===== src/rtl/imem_loader_if.sv =====
// Byte-stream and instruction-memory write bus shared by imem_loader and its host.
// The slave modport is the loader side; the master modport is the host/memory side.
interface imem_loader_if #(
  parameter int unsigned ADDR_W = 8,
  parameter int unsigned INST_W = 19
);
  logic              s_valid;
  logic [7:0]        s_data;
  logic              s_ready;
  logic              imem_we;
  logic [ADDR_W-1:0] imem_addr;
  logic [INST_W-1:0] imem_wdata;

  modport master (
    output s_valid, s_data,
    input  s_ready, imem_we, imem_addr, imem_wdata
  );

  modport slave (
    input  s_valid, s_data,
    output s_ready, imem_we, imem_addr, imem_wdata
  );
endinterface


===== src/rtl/imem_loader.sv =====
// Loads a length-prefixed byte stream of 3-byte instructions into instruction memory.
// Optional trailing XOR checksum byte when LOADER_CHECKSUM_EN is defined.
module imem_loader #(
  parameter int unsigned ADDR_W     = 8,
  parameter int unsigned INST_W     = 19,
  parameter int unsigned START_ADDR = 0
) (
  input  logic         i_clk,
  input  logic         i_reset,
  input  logic         i_start,
  imem_loader_if.slave io_bus,
  output logic         o_cpu_reset,
  output logic         o_busy,
  output logic         o_done,
  output logic         o_err
);
  localparam int unsigned       HI_W  = INST_W - 16;
  localparam logic [ADDR_W-1:0] START = ADDR_W'(START_ADDR);

  typedef enum logic [2:0] {
    StIdle, StLen, StB0, StB1, StB2, StWrite, StChk, StDone
  } state_e;

  state_e            r_state;
  logic [ADDR_W-1:0] r_addr;
  logic [7:0]        r_cnt;
  logic [HI_W-1:0]   r_hi;
  logic [7:0]        r_mid;
  logic              r_we;
  logic [ADDR_W-1:0] r_waddr;
  logic [INST_W-1:0] r_wdata;
  logic              r_cpu_reset;
  logic              r_busy;
  logic              r_done;
  logic              r_err;

  logic w_accept;
  logic w_start_ok;

  assign io_bus.s_ready = (r_state == StLen) || (r_state == StB0) || (r_state == StB1) ||
                          (r_state == StB2)  || (r_state == StChk);
  assign w_accept   = io_bus.s_valid && io_bus.s_ready;
  assign w_start_ok = i_start && ((r_state == StIdle) || (r_state == StDone));

`ifdef LOADER_CHECKSUM_EN
  logic [7:0] r_xor;
  logic       w_chk_bad;

  // Running XOR of every accepted byte; including the checksum byte the total must be zero.
  always_ff @(posedge i_clk) begin
    if (i_reset) begin
      r_xor <= 8'h00;
    end else if (w_start_ok) begin
      r_xor <= 8'h00;
    end else if (w_accept) begin
      r_xor <= r_xor ^ io_bus.s_data;
    end
  end

  assign w_chk_bad = (r_xor ^ io_bus.s_data) != 8'h00;
`endif

  always_ff @(posedge i_clk) begin
    if (i_reset) begin
      r_state     <= StIdle;
      r_addr      <= START;
      r_cnt       <= 8'd0;
      r_hi        <= '0;
      r_mid       <= 8'd0;
      r_we        <= 1'b0;
      r_waddr     <= '0;
      r_wdata     <= '0;
      r_cpu_reset <= 1'b1;
      r_busy      <= 1'b0;
      r_done      <= 1'b0;
      r_err       <= 1'b0;
    end else begin
      r_we <= 1'b0;
      unique case (r_state)
        StIdle, StDone: begin
          if (i_start) begin
            r_state     <= StLen;
            r_err       <= 1'b0;
            r_addr      <= START;
            r_cpu_reset <= 1'b1;
            r_busy      <= 1'b1;
            r_done      <= 1'b0;
          end
        end
        StLen: begin
          if (w_accept) begin
            r_cnt <= io_bus.s_data;
            if (io_bus.s_data == 8'd0) begin
`ifdef LOADER_CHECKSUM_EN
              r_state <= StChk;
`else
              r_state     <= StDone;
              r_busy      <= 1'b0;
              r_done      <= 1'b1;
              r_cpu_reset <= r_err;
`endif
            end else begin
              r_state <= StB0;
            end
          end
        end
        StB0: begin
          if (w_accept) begin
            r_hi <= io_bus.s_data[HI_W-1:0];
            // Bits above the instruction width flag a malformed stream but the byte is consumed.
            if (|(io_bus.s_data >> HI_W)) begin
              r_err <= 1'b1;
            end
            r_state <= StB1;
          end
        end
        StB1: begin
          if (w_accept) begin
            r_mid   <= io_bus.s_data;
            r_state <= StB2;
          end
        end
        StB2: begin
          if (w_accept) begin
            r_we    <= 1'b1;
            r_waddr <= r_addr;
            r_wdata <= {r_hi, r_mid, io_bus.s_data};
            r_state <= StWrite;
          end
        end
        StWrite: begin
          r_addr <= r_addr + ADDR_W'(1);
          r_cnt  <= r_cnt - 8'd1;
          if (r_cnt == 8'd1) begin
`ifdef LOADER_CHECKSUM_EN
            r_state <= StChk;
`else
            r_state     <= StDone;
            r_busy      <= 1'b0;
            r_done      <= 1'b1;
            r_cpu_reset <= r_err;
`endif
          end else begin
            r_state <= StB0;
          end
        end
`ifdef LOADER_CHECKSUM_EN
        StChk: begin
          if (w_accept) begin
            r_state <= StDone;
            r_busy  <= 1'b0;
            r_done  <= 1'b1;
            if (w_chk_bad) begin
              r_err       <= 1'b1;
              r_cpu_reset <= 1'b1;
            end else begin
              r_cpu_reset <= r_err;
            end
          end
        end
`endif
        default: r_state <= StIdle;
      endcase
    end
  end

  assign io_bus.imem_we    = r_we;
  assign io_bus.imem_addr  = r_waddr;
  assign io_bus.imem_wdata = r_wdata;
  assign o_cpu_reset       = r_cpu_reset;
  assign o_busy            = r_busy;
  assign o_done            = r_done;
  assign o_err             = r_err;
endmodule

===== src/flat_wrapper.sv =====
// flat-port wrapper written by rule: the top's interface ports become plain ports
module imem_loader_flat 
#(
  parameter int unsigned ADDR_W     = 8,
  parameter int unsigned INST_W     = 19,
  parameter int unsigned START_ADDR = 0
)
  (i_clk, i_reset, i_start, o_cpu_reset, o_busy, o_done, o_err, io_bus_s_valid, io_bus_s_data, io_bus_s_ready, io_bus_imem_we, io_bus_imem_addr, io_bus_imem_wdata);
  imem_loader_if #(.ADDR_W(ADDR_W), .INST_W(INST_W)) io_bus_i ();
  input  logic i_clk;
  input  logic i_reset;
  input  logic i_start;
  output logic o_cpu_reset;
  output logic o_busy;
  output logic o_done;
  output logic o_err;
  input wire logic [$bits(io_bus_i.s_valid)-1:0] io_bus_s_valid;
  input wire logic [$bits(io_bus_i.s_data)-1:0] io_bus_s_data;
  output wire logic [$bits(io_bus_i.s_ready)-1:0] io_bus_s_ready;
  output wire logic [$bits(io_bus_i.imem_we)-1:0] io_bus_imem_we;
  output wire logic [$bits(io_bus_i.imem_addr)-1:0] io_bus_imem_addr;
  output wire logic [$bits(io_bus_i.imem_wdata)-1:0] io_bus_imem_wdata;
  assign io_bus_i.s_valid = io_bus_s_valid;
  assign io_bus_i.s_data = io_bus_s_data;
  assign io_bus_s_ready = io_bus_i.s_ready;
  assign io_bus_imem_we = io_bus_i.imem_we;
  assign io_bus_imem_addr = io_bus_i.imem_addr;
  assign io_bus_imem_wdata = io_bus_i.imem_wdata;
  imem_loader #(.ADDR_W(ADDR_W), .INST_W(INST_W), .START_ADDR(START_ADDR)) u_core (.i_clk(i_clk), .i_reset(i_reset), .i_start(i_start), .io_bus(io_bus_i), .o_cpu_reset(o_cpu_reset), .o_busy(o_busy), .o_done(o_done), .o_err(o_err));
endmodule

===== config.mk =====
export PLATFORM = sky130hd
export DESIGN_NAME = imem_loader_flat
export DESIGN_NICKNAME = d
export VERILOG_FILES = /design/src/rtl/imem_loader_if.sv /design/src/rtl/imem_loader.sv /design/src/flat_wrapper.sv
export SDC_FILE = /design/constraint.sdc
export NUM_CORES = 1
export LEC_CHECK = 0
export CAP_MARGIN = 20
export CORE_MARGIN = 5
export CORE_UTILIZATION = 55
export CTS_CLUSTER_DIAMETER = 80
export DETAILED_ROUTE_END_ITERATION = 10
export MAX_ROUTING_LAYER = met4
export PLACE_DENSITY = 0.85
export SYNTH_ARGS = -nofsm -noshare
export SYNTH_HDL_FRONTEND = slang
export SYNTH_SLANG_ARGS = --single-unit
export TNS_END_PERCENT = 5

===== constraint.sdc =====
create_clock -name i_clk -period 3.6 [get_ports i_clk]
set_clock_uncertainty 0.1 [all_clocks]
set_input_delay 0.72 -clock i_clk [delete_from_list [all_inputs] [get_ports i_clk]]
set_output_delay 0.72 -clock i_clk [all_outputs]
set_load 0.01 [all_outputs]

==> flow_summary_export.csv, run 1 <==
group,metric,value,unit
clocking,cts-root-buf,"sky130_fd_sc_hd__clkbuf_8",
detailed_routing,drc,0,
grt,grt_first_pass_wirelength,11.5,mm
setup_path,startpoint,"u_core.r_state[0]",
die,dieWidth,82.4,µm
pwr,finalPower,1.39,mW
die,die_h,82.4,µm
detailed_routing,routed_wire_length_per_instance,14.7,µm
clocking,htree_levels,3,
timing,tightest_slew,0.890,ns
timing,max-slew-margin-rel,40.6,%
detailed_routing,route.met2.wl,3.32,mm
run_status,run_status,"complete, no violations",
place,post_dp_cell_area,0.00332,mm²
place,port_buffers,44,
pwr,leakage,1.14,nW
detailed_routing,topRoutingLayerUsed,"met4",
die,design.die.area,0.00679,mm²
synth,post_synth_inst_count,352,
timing,setup_slack,0.727,ns
setup_path,crit_path_end_kind,"primary output",
timing,whs,0.353,ns
clocking,tritoncts_clock_tree,"done",
synth,post_synthesis_sequential_area_ratio,43.0,%
die,core_footprint,0.00511,mm²
synth,yosys_warnings,0,
clocking,clock_buffers_created_by_tritoncts,9,
grt,grt-ovfl-total,0,
detailed_routing,vias,2640,
synth,synth.cell_area,0.00289,mm²
setup_path,setup.worst_path.start_class,"flop",
run,drv_cap,0,
final_layout,final_area,0.00348,mm²
setup_path,endpoint,"io_bus_s_ready",
place,place_ws,0.689,ns
clocking,ctsHoldBuffers,0,
timing,finalSetupViolations,0,
clocking,max-clock-path-buffers,2,
pwr,power_density,398,mW/mm²
synth,ys_seq_elements,62,
timing,maxSlewViolCount,0,
final_layout,antenna-diode-count,0,
timing,finalCriticalPeriod,2.87,ns
place,post-place-cells,447,
clocking,path_clk_slew,0.07,ns
final_layout,layout-area-overhead-vs-synth,20.8,%
setup_path,reg2reg_setup_slack,1.29,ns
synth,synth_nets,367,
detailed_routing,met3RoutedLength,467,µm
final_layout,finalCoreUtilization,68.2,%
setup_path,crit_path_cell_trace,"nor3_2 > a21oi_1 > clkdlybuf4s50_1",
setup_path,cp_num_buf_inv,1,
clocking,clk_lat_worst_skew,0.34,ns
setup_path,kind_of_critical_path,"reg -> out",
setup_path,cp_data_arrival_time,2.05,ns
timing,timing.setup.tns,0,ns
clocking,cells_resized_by_post_cts_repair,0,
grt,number_of_antenna_violations_at_the_first_check_in_global_routing,0,
place,gpl.final_weighted_congestion,0.860,
place,hpwl,4.68,mm
detailed_routing,wirelength,6.83,mm
setup_path,crit_path_max_incr_delay,0.82,ns
timing,timing.final.hold_violations,0,
setup_path,cp.required,2.78,ns
timing,max_freq,348,MHz
grt,grt_start_max_net_pins,48,
grt,vias_in_the_first_global_route,2436,
min_path,hold_class,"reg -> reg",
final_layout,nets,403,
timing,timing.final.crit_share,79.8,%
synth,syn-mean-instance-area,8.20,µm²
clocking,cts_setup_buffers,0,
final_layout,final_layout_size_suffix_gt1_share,13.5,%
die,floorplan.io_pins,45,
setup_path,worst-path-stages,3,
pwr,vdd_ir_drop_max,0.218,mV
synth,portion_of_synthesized_cell_area_occupied_by_the_leading_cell_type,43.0,%
setup_path,reg2reg_depth,4,
detailed_routing,drt_pass1_iterations,4,
setup_path,cpLargestDelayFamily,"flip-flops",
detailed_routing,viasPerCell,5.70,
setup_path,timing.critical_path.slowest_stage_cell,"sky130_fd_sc_hd__dfxtp_1",
final_layout,fin_cells,463,
setup_path,critical_path.max_fanout,24,
synth,synth_most_common_cell,"sky130_fd_sc_hd__nand2_1",
synth,synth_cell_type_count,55,
die,floorplan.rows,26,
die,floorplan.initialDensity,56.5,%
detailed_routing,wl_met1,2.90,mm
detailed_routing,ant_nets,0,
detailed_routing,drt-initial-drc-count,152,
setup_path,reg2reg_from,"u_core.r_state[0]",
grt,globalRouteTotalUtil,22.8,%
synth,synth.top_cells.by_count,"77 x sky130_fd_sc_hd__nand2_1, 62 x sky130_fd_sc_hd__dfxtp_1, 49 x sky130_fd_sc_hd__a21oi_1",
synth,synth_flop_cell,"sky130_fd_sc_hd__dfxtp_1",
timing,rsz0062_at_grt,"false",
clocking,cts.sinks,62,
setup_path,capture_instance_of_the_worst_register_to_register_path,"u_core.r_addr[7]",
synth,synth_area_leader_cell,"sky130_fd_sc_hd__dfxtp_1",
synth,synth-edff-count,0,
synth,synth_async_sr_flop_share,0,%
synth,synth_top_cells_by_area,"sky130_fd_sc_hd__dfxtp_1 43%, sky130_fd_sc_hd__nand2_1 10%, sky130_fd_sc_hd__a21oi_1 8.5%",
## cell type report
cell class                      count  area, µm²
Clock buffer                       12        145
Clock inverter                      4       22.5
Fill cell                         419       1620
Inverter                            7       26.3
Multi-Input combinational cell    259       1490
Sequential cell                    62       1240
Tap cell                           70       87.6
Timing Repair Buffer               49        473
## flip-flops by register name (all words and copies together) (netlist names)
register,cells
u_core.o_cpu_reset,1
u_core.r_cnt,8
u_core.io_bus.imem_addr,8
u_core.o_busy,1
u_core.io_bus.imem_wdata,19
u_core.r_state,3
u_core.io_bus.imem_we,1
u_core.r_hi,3
u_core.r_addr,8
u_core.o_err,1
u_core.o_done,1
u_core.r_mid,8
## placed cells by master (no fill, tap or decap), drive strengths merged, types with 3 or more instances in the layout
master,netlist,routed
o21ai,9,9
inv,7,7
clkbuf,11,12
dfxtp,62,62
nand2b,9,9
or2,3,3
nor3,11,11
clkinv,0,3
nor4,3,3
a21oi,59,59
nand2,87,87
o22ai,3,3
a221oi,3,3
clkdlybuf4s50,0,43
buf,13,6
nor2,18,18
and3,3,3
nand3,11,11
ha,3,3
mux2i,4,4
## how the worst min path moves through the flow
stage               depth (start not counted)                           end                        from
finish                                      2    u_core.io_bus.imem_addr[2]  u_core.io_bus.imem_addr[2]
CTS                                         2    u_core.io_bus.imem_addr[2]  u_core.io_bus.imem_addr[2]
floorplan                                   2   u_core.io_bus.imem_wdata[8]             u_core.r_mid[0]
global placement                            2  u_core.io_bus.imem_wdata[16]              u_core.r_hi[0]
detailed placement                          2  u_core.io_bus.imem_wdata[13]             u_core.r_mid[5]
global route                                2  u_core.io_bus.imem_wdata[10]             u_core.r_mid[2]
## worst register-to-register path, delay by kind of cell, from the launching register on
kind               cells  cell delay (ns)
AOI/OAI and AO/OA      1             0.13
DFF                    1             0.82
and+or+nand+nor        3             1.18
## power breakdown
part           leakage, nW  internal [mW]  switching, mW  total (mW)
registers            0.501          0.700         0.0239       0.724
clock network       0.0861          0.265          0.261       0.526
logic                0.555         0.0582         0.0795       0.138
total                 1.14           1.02          0.364        1.39
## kinds of logic after synthesis
logic type,after synthesis,synth area share [%]
compound gates,91,20.7
mux,4,1.39
simple gates,161,28.2
flops,62,43.0
fa+ha+maj,3,1.30
buf+inv,31,5.38
## routing by layer
metal  vias up  track usage [%]
li1       1292                -
met1      1245             27.4
met2        91             36.3
met3        12             6.07
met4         0             9.30
met5         -                -
(Power assumes the default switching activity.)
==> run 2, diff against run 1 <==
--- a/config.mk
+++ b/config.mk
@@ -7,11 +7,11 @@
 export LEC_CHECK = 0
 export CAP_MARGIN = 20
 export CORE_MARGIN = 5
-export CORE_UTILIZATION = 55
+export CORE_UTILIZATION = 53
 export CTS_CLUSTER_DIAMETER = 80
 export DETAILED_ROUTE_END_ITERATION = 10
 export MAX_ROUTING_LAYER = met4
-export PLACE_DENSITY = 0.85
+export PLACE_DENSITY = 0.83
 export SYNTH_ARGS = -nofsm -noshare
 export SYNTH_HDL_FRONTEND = slang
 export SYNTH_SLANG_ARGS = --single-unit
==> constraint.sdc (replaced) <==
create_clock -name i_clk -period 2.95 [get_ports i_clk]
set_clock_uncertainty 0.1 [all_clocks]
set_input_delay 0.59 -clock i_clk [delete_from_list [all_inputs] [get_ports i_clk]]
set_output_delay 0.59 -clock i_clk [all_outputs]
set_load 0.01 [all_outputs]
==> run 2 against run 1 <==
Net effect: combinational power increased by 33%; flip-flop and latch count unchanged; utilization decreased by 0.65 points; power increased by 22%; critical endpoint unchanged; largest cell class unchanged; highest routed layer unchanged; sequential share of layout area decreased by 0.33 points; hold slack improved by 0.0023 ns.
==> flow_summary_export.csv, run 2 (synthesized netlist as in run 1, its figures left out) <==
group,metric,value,unit
run_status,run_status,"complete, no violations",
timing,setup_slack,0.551,ns
detailed_routing,ant_nets,0,
die,design.die.area,0.00702,mm²
clocking,path_clk_slew,0.07,ns
min_path,hold_class,"reg -> reg",
place,gpl.final_weighted_congestion,0.896,
grt,vias_in_the_first_global_route,2380,
clocking,clock_buffers_created_by_tritoncts,9,
grt,globalRouteTotalUtil,20.2,%
die,die_h,83.8,µm
timing,maxSlewViolCount,0,
die,floorplan.initialDensity,55.4,%
pwr,switching_power,0.440,mW
pwr,power.share.switching,26.0,%
setup_path,cp.required,2.26,ns
grt,grt_start_max_net_pins,44,
final_layout,n_fill_cell,425,
place,post_dp_cell_area,0.00335,mm²
timing,timing.final.crit_share,81.3,%
run,drv_cap,0,
detailed_routing,drt_pass1_iterations,6,
pwr,vdd_ir_drop_max,0.354,mV
clocking,cts_setup_buffers,0,
timing,tightest_slew,0.645,ns
clocking,ctsHoldBuffers,0,
clocking,max-clock-path-buffers,2,
setup_path,reg2reg_setup_slack,0.96,ns
timing,max-slew-margin-rel,57.0,%
die,floorplan.rows,26,
setup_path,cpLargestDelayFamily,"flip-flops",
place,hpwl,4.61,mm
timing,finalCriticalPeriod,2.40,ns
setup_path,critical_path.max_fanout,12,
grt,grt-ovfl-total,0,
die,dieWidth,83.8,µm
setup_path,kind_of_critical_path,"reg -> out",
clocking,cells_resized_by_post_cts_repair,0,
clocking,clk_lat_worst_skew,0.33,ns
final_layout,most-common-layout-cells,"77 x sky130_fd_sc_hd__nand2_1, 62 x sky130_fd_sc_hd__dfxtp_1, 49 x sky130_fd_sc_hd__a21oi_1",
pwr,power.internal,1.25,mW
final_layout,antenna-diode-count,0,
detailed_routing,routed_wire_length_per_instance,14.3,µm
clocking,cts-root-buf,"sky130_fd_sc_hd__clkbuf_8",
setup_path,setup.worst_path.start_class,"flop",
setup_path,crit_path_max_incr_delay,0.58,ns
final_layout,layout_commonest_cell,"sky130_fd_sc_hd__nand2_1",
detailed_routing,viasPerCell,5.73,
timing,timing.final.hold_violations,0,
timing,finalSetupViolations,0,
final_layout,final_area,0.00352,mm²
final_layout,final_layout_size_suffix_gt1_share,14.2,%
place,place_ws,0.486,ns
grt,grt_first_pass_wirelength,11.2,mm
detailed_routing,drt-initial-drc-count,169,
grt,number_of_antenna_violations_at_the_first_check_in_global_routing,0,
setup_path,crit_path_end_kind,"primary output",
final_layout,largest_reg_flops,19,
detailed_routing,drc,0,
pwr,power.clock.fraction,37.5,%
clocking,cts.sinks,62,
pwr,share_seq_of_total_power,51.6,%
setup_path,crit_path_cell_trace,"nor3_2 > a21oi_1 > clkdlybuf4s50_1",
setup_path,timing.critical_path.slowest_stage_cell,"sky130_fd_sc_hd__dfxtp_1",
die,floorplan.io_pins,45,
setup_path,cp_num_buf_inv,1,
final_layout,layout-area-overhead-vs-synth,21.9,%
place,port_buffers,44,
clocking,htree_levels,3,
timing,timing.setup.tns,0,ns
detailed_routing,vias,2665,
timing,rsz0062_at_grt,"false",
die,core_footprint,0.00520,mm²
setup_path,cp_data_arrival_time,1.71,ns
pwr,power_density,481,mW/mm²
clocking,tritoncts_clock_tree,"done",
final_layout,nets,406,
pwr,leakage,1.16,nW
detailed_routing,wirelength,6.67,mm
pwr,pwr-share-comb,10.9,%
timing,max_freq,417,MHz
-- run 2: worst paths after layout --
| kind | start | end | cells past startpoint |
|---|---|---|---|
| max | u_core.r_state[0] | io_bus_s_ready | 3 |
| min | u_core.io_bus.imem_addr[2] | u_core.io_bus.imem_addr[2] | 2 |
| max reg2reg | u_core.r_state[0] | u_core.r_cnt[4] | 4 |
| min reg2reg | u_core.io_bus.imem_addr[2] | u_core.io_bus.imem_addr[2] | 2 |
-- run 2: power by group through the flow --
| stage | combinational, mW | sequential, mW | clock (mW) |
|---|---|---|---|
| 5_1_grt | 0.202 | 0.874 | 0.698 |
| 4_1_cts | 0.183 | 0.872 | 0.650 |
| 2_1_floorplan | 0.120 | 0.888 | 0 |
| 3_5_place_dp | 0.183 | 0.891 | 0 |
| 6_report | 0.184 | 0.872 | 0.633 |
| 3_3_place_gp | 0.179 | 0.890 | 0 |
-- run 2: stage by stage --
| stage | total power [mW] | util, % | std cells | hold WS, ns |
|---|---|---|---|---|
| 6_report | 1.69 | 67.6 | 465 | 0.355 |
| 5_1_grt | 1.77 | 67.6 | 465 | 0.373 |
| 4_1_cts | 1.70 | 67.6 | 465 | 0.359 |
| 3_5_place_dp | 1.07 | 64.4 | 450 | 0.349 |
| 3_3_place_gp | 1.07 | 64.4 | 450 | 0.341 |
| 2_1_floorplan | 1.01 | - | 352 | 0.332 |
-- run 2: worst min-delay path: cells and delay by family, from the launching register on --
family	cells	cell delay, ns
flip-flops	1	0.31
AND/OR/NAND/NOR	1	0.05
AO/OA/AOI/OAI	1	0.05
-- run 2: per-layer routing --
layer / part of all wire, % / GRT usage, % / vias up / wire length, µm
met5: 0 / - / - / 0
met4: 1.8 / 10.4 / 0 / 123
met3: 6.6 / 3.75 / 11 / 443
met2: 46 / 29.0 / 81 / 3050
met1: 46 / 26.9 / 1273 / 3050
li1: - / - / 1300 / -
-- run 2: area by class of cell --
| cell class | count | area [µm²] | area share, % |
|---|---|---|---|
| clock buffer | 11 | 141 | 4.02 |
| clock inverter | 4 | 23.8 | 0.676 |
| inverter | 7 | 26.3 | 0.747 |
| multi-input combinational | 259 | 1490 | 42.3 |
| sequential | 62 | 1240 | 35.3 |
| tap | 70 | 87.6 | 2.49 |
| timing repair buffer | 52 | 508 | 14.4 |
==> run 3, diff against run 2 <==
==> constraint.sdc (replaced) <==
create_clock -name i_clk -period 2.29 [get_ports i_clk]
set_clock_uncertainty 0.1 [all_clocks]
set_input_delay 0.458 -clock i_clk [delete_from_list [all_inputs] [get_ports i_clk]]
set_output_delay 0.458 -clock i_clk [all_outputs]
set_load 0.01 [all_outputs]
==> run 3 against run 2 <==
Net effect: critical path depth did not move; hold slack barely moved; highest routed layer unchanged; setup slack got worse by 0.39 ns; utilization rose by 3.7 points; clock power rose by 71%; critical endpoint unchanged; wire length rose by 4.5%; power rose by 46%; combinational power rose by 38%; via count rose by 1.1%; global-route usage rose by 0.91 points; non-clock buffer count rose by 14.
==> flow_summary_export.csv, run 3 (synthesized netlist as in run 1, its figures left out) <==
group,metric,value,unit
final_layout,most-common-layout-cells,"77 x sky130_fd_sc_hd__nand2_1, 59 x sky130_fd_sc_hd__dfxtp_1, 49 x sky130_fd_sc_hd__a21oi_1",
run_status,run_status,"complete, no violations",
die,dieWidth,83.8,µm
place,gpl.final_weighted_congestion,0.861,
grt,gr-usage-met3,4.74,%
die,floorplan.io_pins,45,
timing,timing.final.crit_share,92.8,%
pwr,leakage,1.26,nW
final_layout,ff_latch_area,0.00124,mm²
die,floorplan.initialDensity,55.4,%
final_layout,layout_commonest_cell,"sky130_fd_sc_hd__nand2_1",
clocking,max-clock-path-buffers,2,
grt,globalRouteTotalUtil,21.1,%
timing,max-slew-margin-rel,65.1,%
timing,rsz0062_at_grt,"false",
grt,grt_use_met2,32.9,%
grt,grt.met1_usage,26.5,%
timing,maxSlewViolCount,0,
pwr,power_density,664,mW/mm²
setup_path,kind_of_critical_path,"reg -> out",
setup_path,cp.required,1.73,ns
grt,globalRoute.busiestLayer,"met2",
detailed_routing,drt-initial-drc-count,200,
clocking,path_clk_slew,0.07,ns
timing,finalCriticalPeriod,2.12,ns
timing,finalSetupViolations,0,
setup_path,crit_path_end_kind,"primary output",
die,design.die.area,0.00702,mm²
timing,tightest_slew,0.520,ns
clocking,htree_levels,3,
setup_path,critical_path.max_fanout,10,
final_layout,final_layout_size_suffix_gt1_share,17.8,%
setup_path,cp_data_arrival_time,1.57,ns
clocking,clk_lat_worst_skew,0.34,ns
clocking,cts.sinks,62,
place,port_buffers,44,
die,die_h,83.8,µm
detailed_routing,viasPerCell,5.62,
grt,grt_start_max_net_pins,46,
die,floorplan.rows,26,
clocking,cts-root-buf,"sky130_fd_sc_hd__clkbuf_8",
detailed_routing,drc,0,
grt,vias_in_the_first_global_route,2470,
timing,timing.final.hold_violations,0,
grt,grt_first_pass_wirelength,11.7,mm
timing,timing.setup.tns,0,ns
run,drv_cap,0,
die,core_footprint,0.00520,mm²
min_path,hold_class,"reg -> reg",
grt,number_of_antenna_violations_at_the_first_check_in_global_routing,0,
final_layout,largest_reg_flops,19,
clocking,clock_buffers_created_by_tritoncts,9,
final_layout,multiInputGateArea,0.00149,mm²
place,post_dp_cell_area,0.00348,mm²
final_layout,n_fill_cell,389,
place,hpwl,4.83,mm
setup_path,setup.worst_path.start_class,"flop",
final_layout,antenna-diode-count,0,
clocking,tritoncts_clock_tree,"done",
final_layout,nets,420,
detailed_routing,drt_pass1_iterations,5,
detailed_routing,vias,2694,
clocking,ctsHoldBuffers,0,
pwr,vdd_ir_drop_max,0.359,mV
final_layout,final_area,0.00371,mm²
detailed_routing,wirelength,6.97,mm
grt,grt-ovfl-total,0,
timing,max_freq,471,MHz
final_layout,layout-area-overhead-vs-synth,28.5,%
detailed_routing,routed_wire_length_per_instance,14.5,µm
detailed_routing,ant_nets,0,
clocking,cts_setup_buffers,0,
## run 3: cell count changes in the layout (fill, tap and decap cells not counted), moves of 2 or more
cell,before,now
sky130_fd_sc_hd__buf_4,7,19
sky130_fd_sc_hd__clkinv_2,3,0
sky130_fd_sc_hd__dfxtp_1,62,59
sky130_fd_sc_hd__dfxtp_2,0,3
sky130_fd_sc_hd__buf_12,1,3
sky130_fd_sc_hd__bufinv_16,0,2
## run 3: worst paths after layout
check	cells after the start	from	slack, ns	to
max reg2reg	5	u_core.r_state[0]	0.55	u_core.o_done
min	2	u_core.io_bus.imem_wdata[2]	0.35	u_core.io_bus.imem_wdata[2]
max	3	u_core.r_state[2]	0.17	io_bus_s_ready
min reg2reg	2	u_core.io_bus.imem_wdata[2]	0.35	u_core.io_bus.imem_wdata[2]
## run 3: power by group
| group | switching (mW) | internal [mW] | total, mW |
|---|---|---|---|
| Combinational | 0.143 | 0.111 | 0.254 |
| Clock | 0.416 | 0.667 | 1.08 |
| Sequential | 0.0262 | 1.10 | 1.13 |
## run 3: worst max-delay path, stage by stage, from the launching register on
cell	delay, ns
sky130_fd_sc_hd__dfxtp_2	0.38
sky130_fd_sc_hd__nor3_2	0.29
sky130_fd_sc_hd__a21oi_1	0.07
sky130_fd_sc_hd__clkdlybuf4s50_1	0.49
## run 3: metrics by stage
stage / setup slack, ns / total power [mW] / hold WS [ns] / util (%) / cells
global route: 0.0755 / 2.55 / 0.371 / 71.3 / 479
CTS: 0.0438 / 2.46 / 0.358 / 71.2 / 479
finish: 0.166 / 2.46 / 0.355 / 71.3 / 479
detailed placement: 0.0765 / 1.40 / 0.346 / 66.9 / 464
floorplan: 0.636 / 1.30 / 0.332 / - / 352
global placement: 0.104 / 1.39 / 0.344 / 66.9 / 464
## run 3: per-layer routing
layer	vias up	routed length [µm]
met5	-	0
met4	0	93
met3	15	505
met2	98	3330
met1	1258	3040
li1	1323	-
## run 3: what timing repair did
| item | 4_1_cts | 5_1_grt |
|---|---|---|
| gates resized for setup | 0 | 3 |
| hold endpoints to repair | 0 | 0 |
| endpoints found under the setup margin | 0 | 1 |
## run 3: final cells by class
cell class / count / area share (%)
Clock inverter: 3 / 1.82
Tap cell: 70 / 2.36
Timing Repair Buffer: 66 / 17.2
Inverter: 7 / 0.709
Clock buffer: 12 / 4.18
Multi-Input combinational cell: 259 / 40.1
Sequential cell: 62 / 33.6
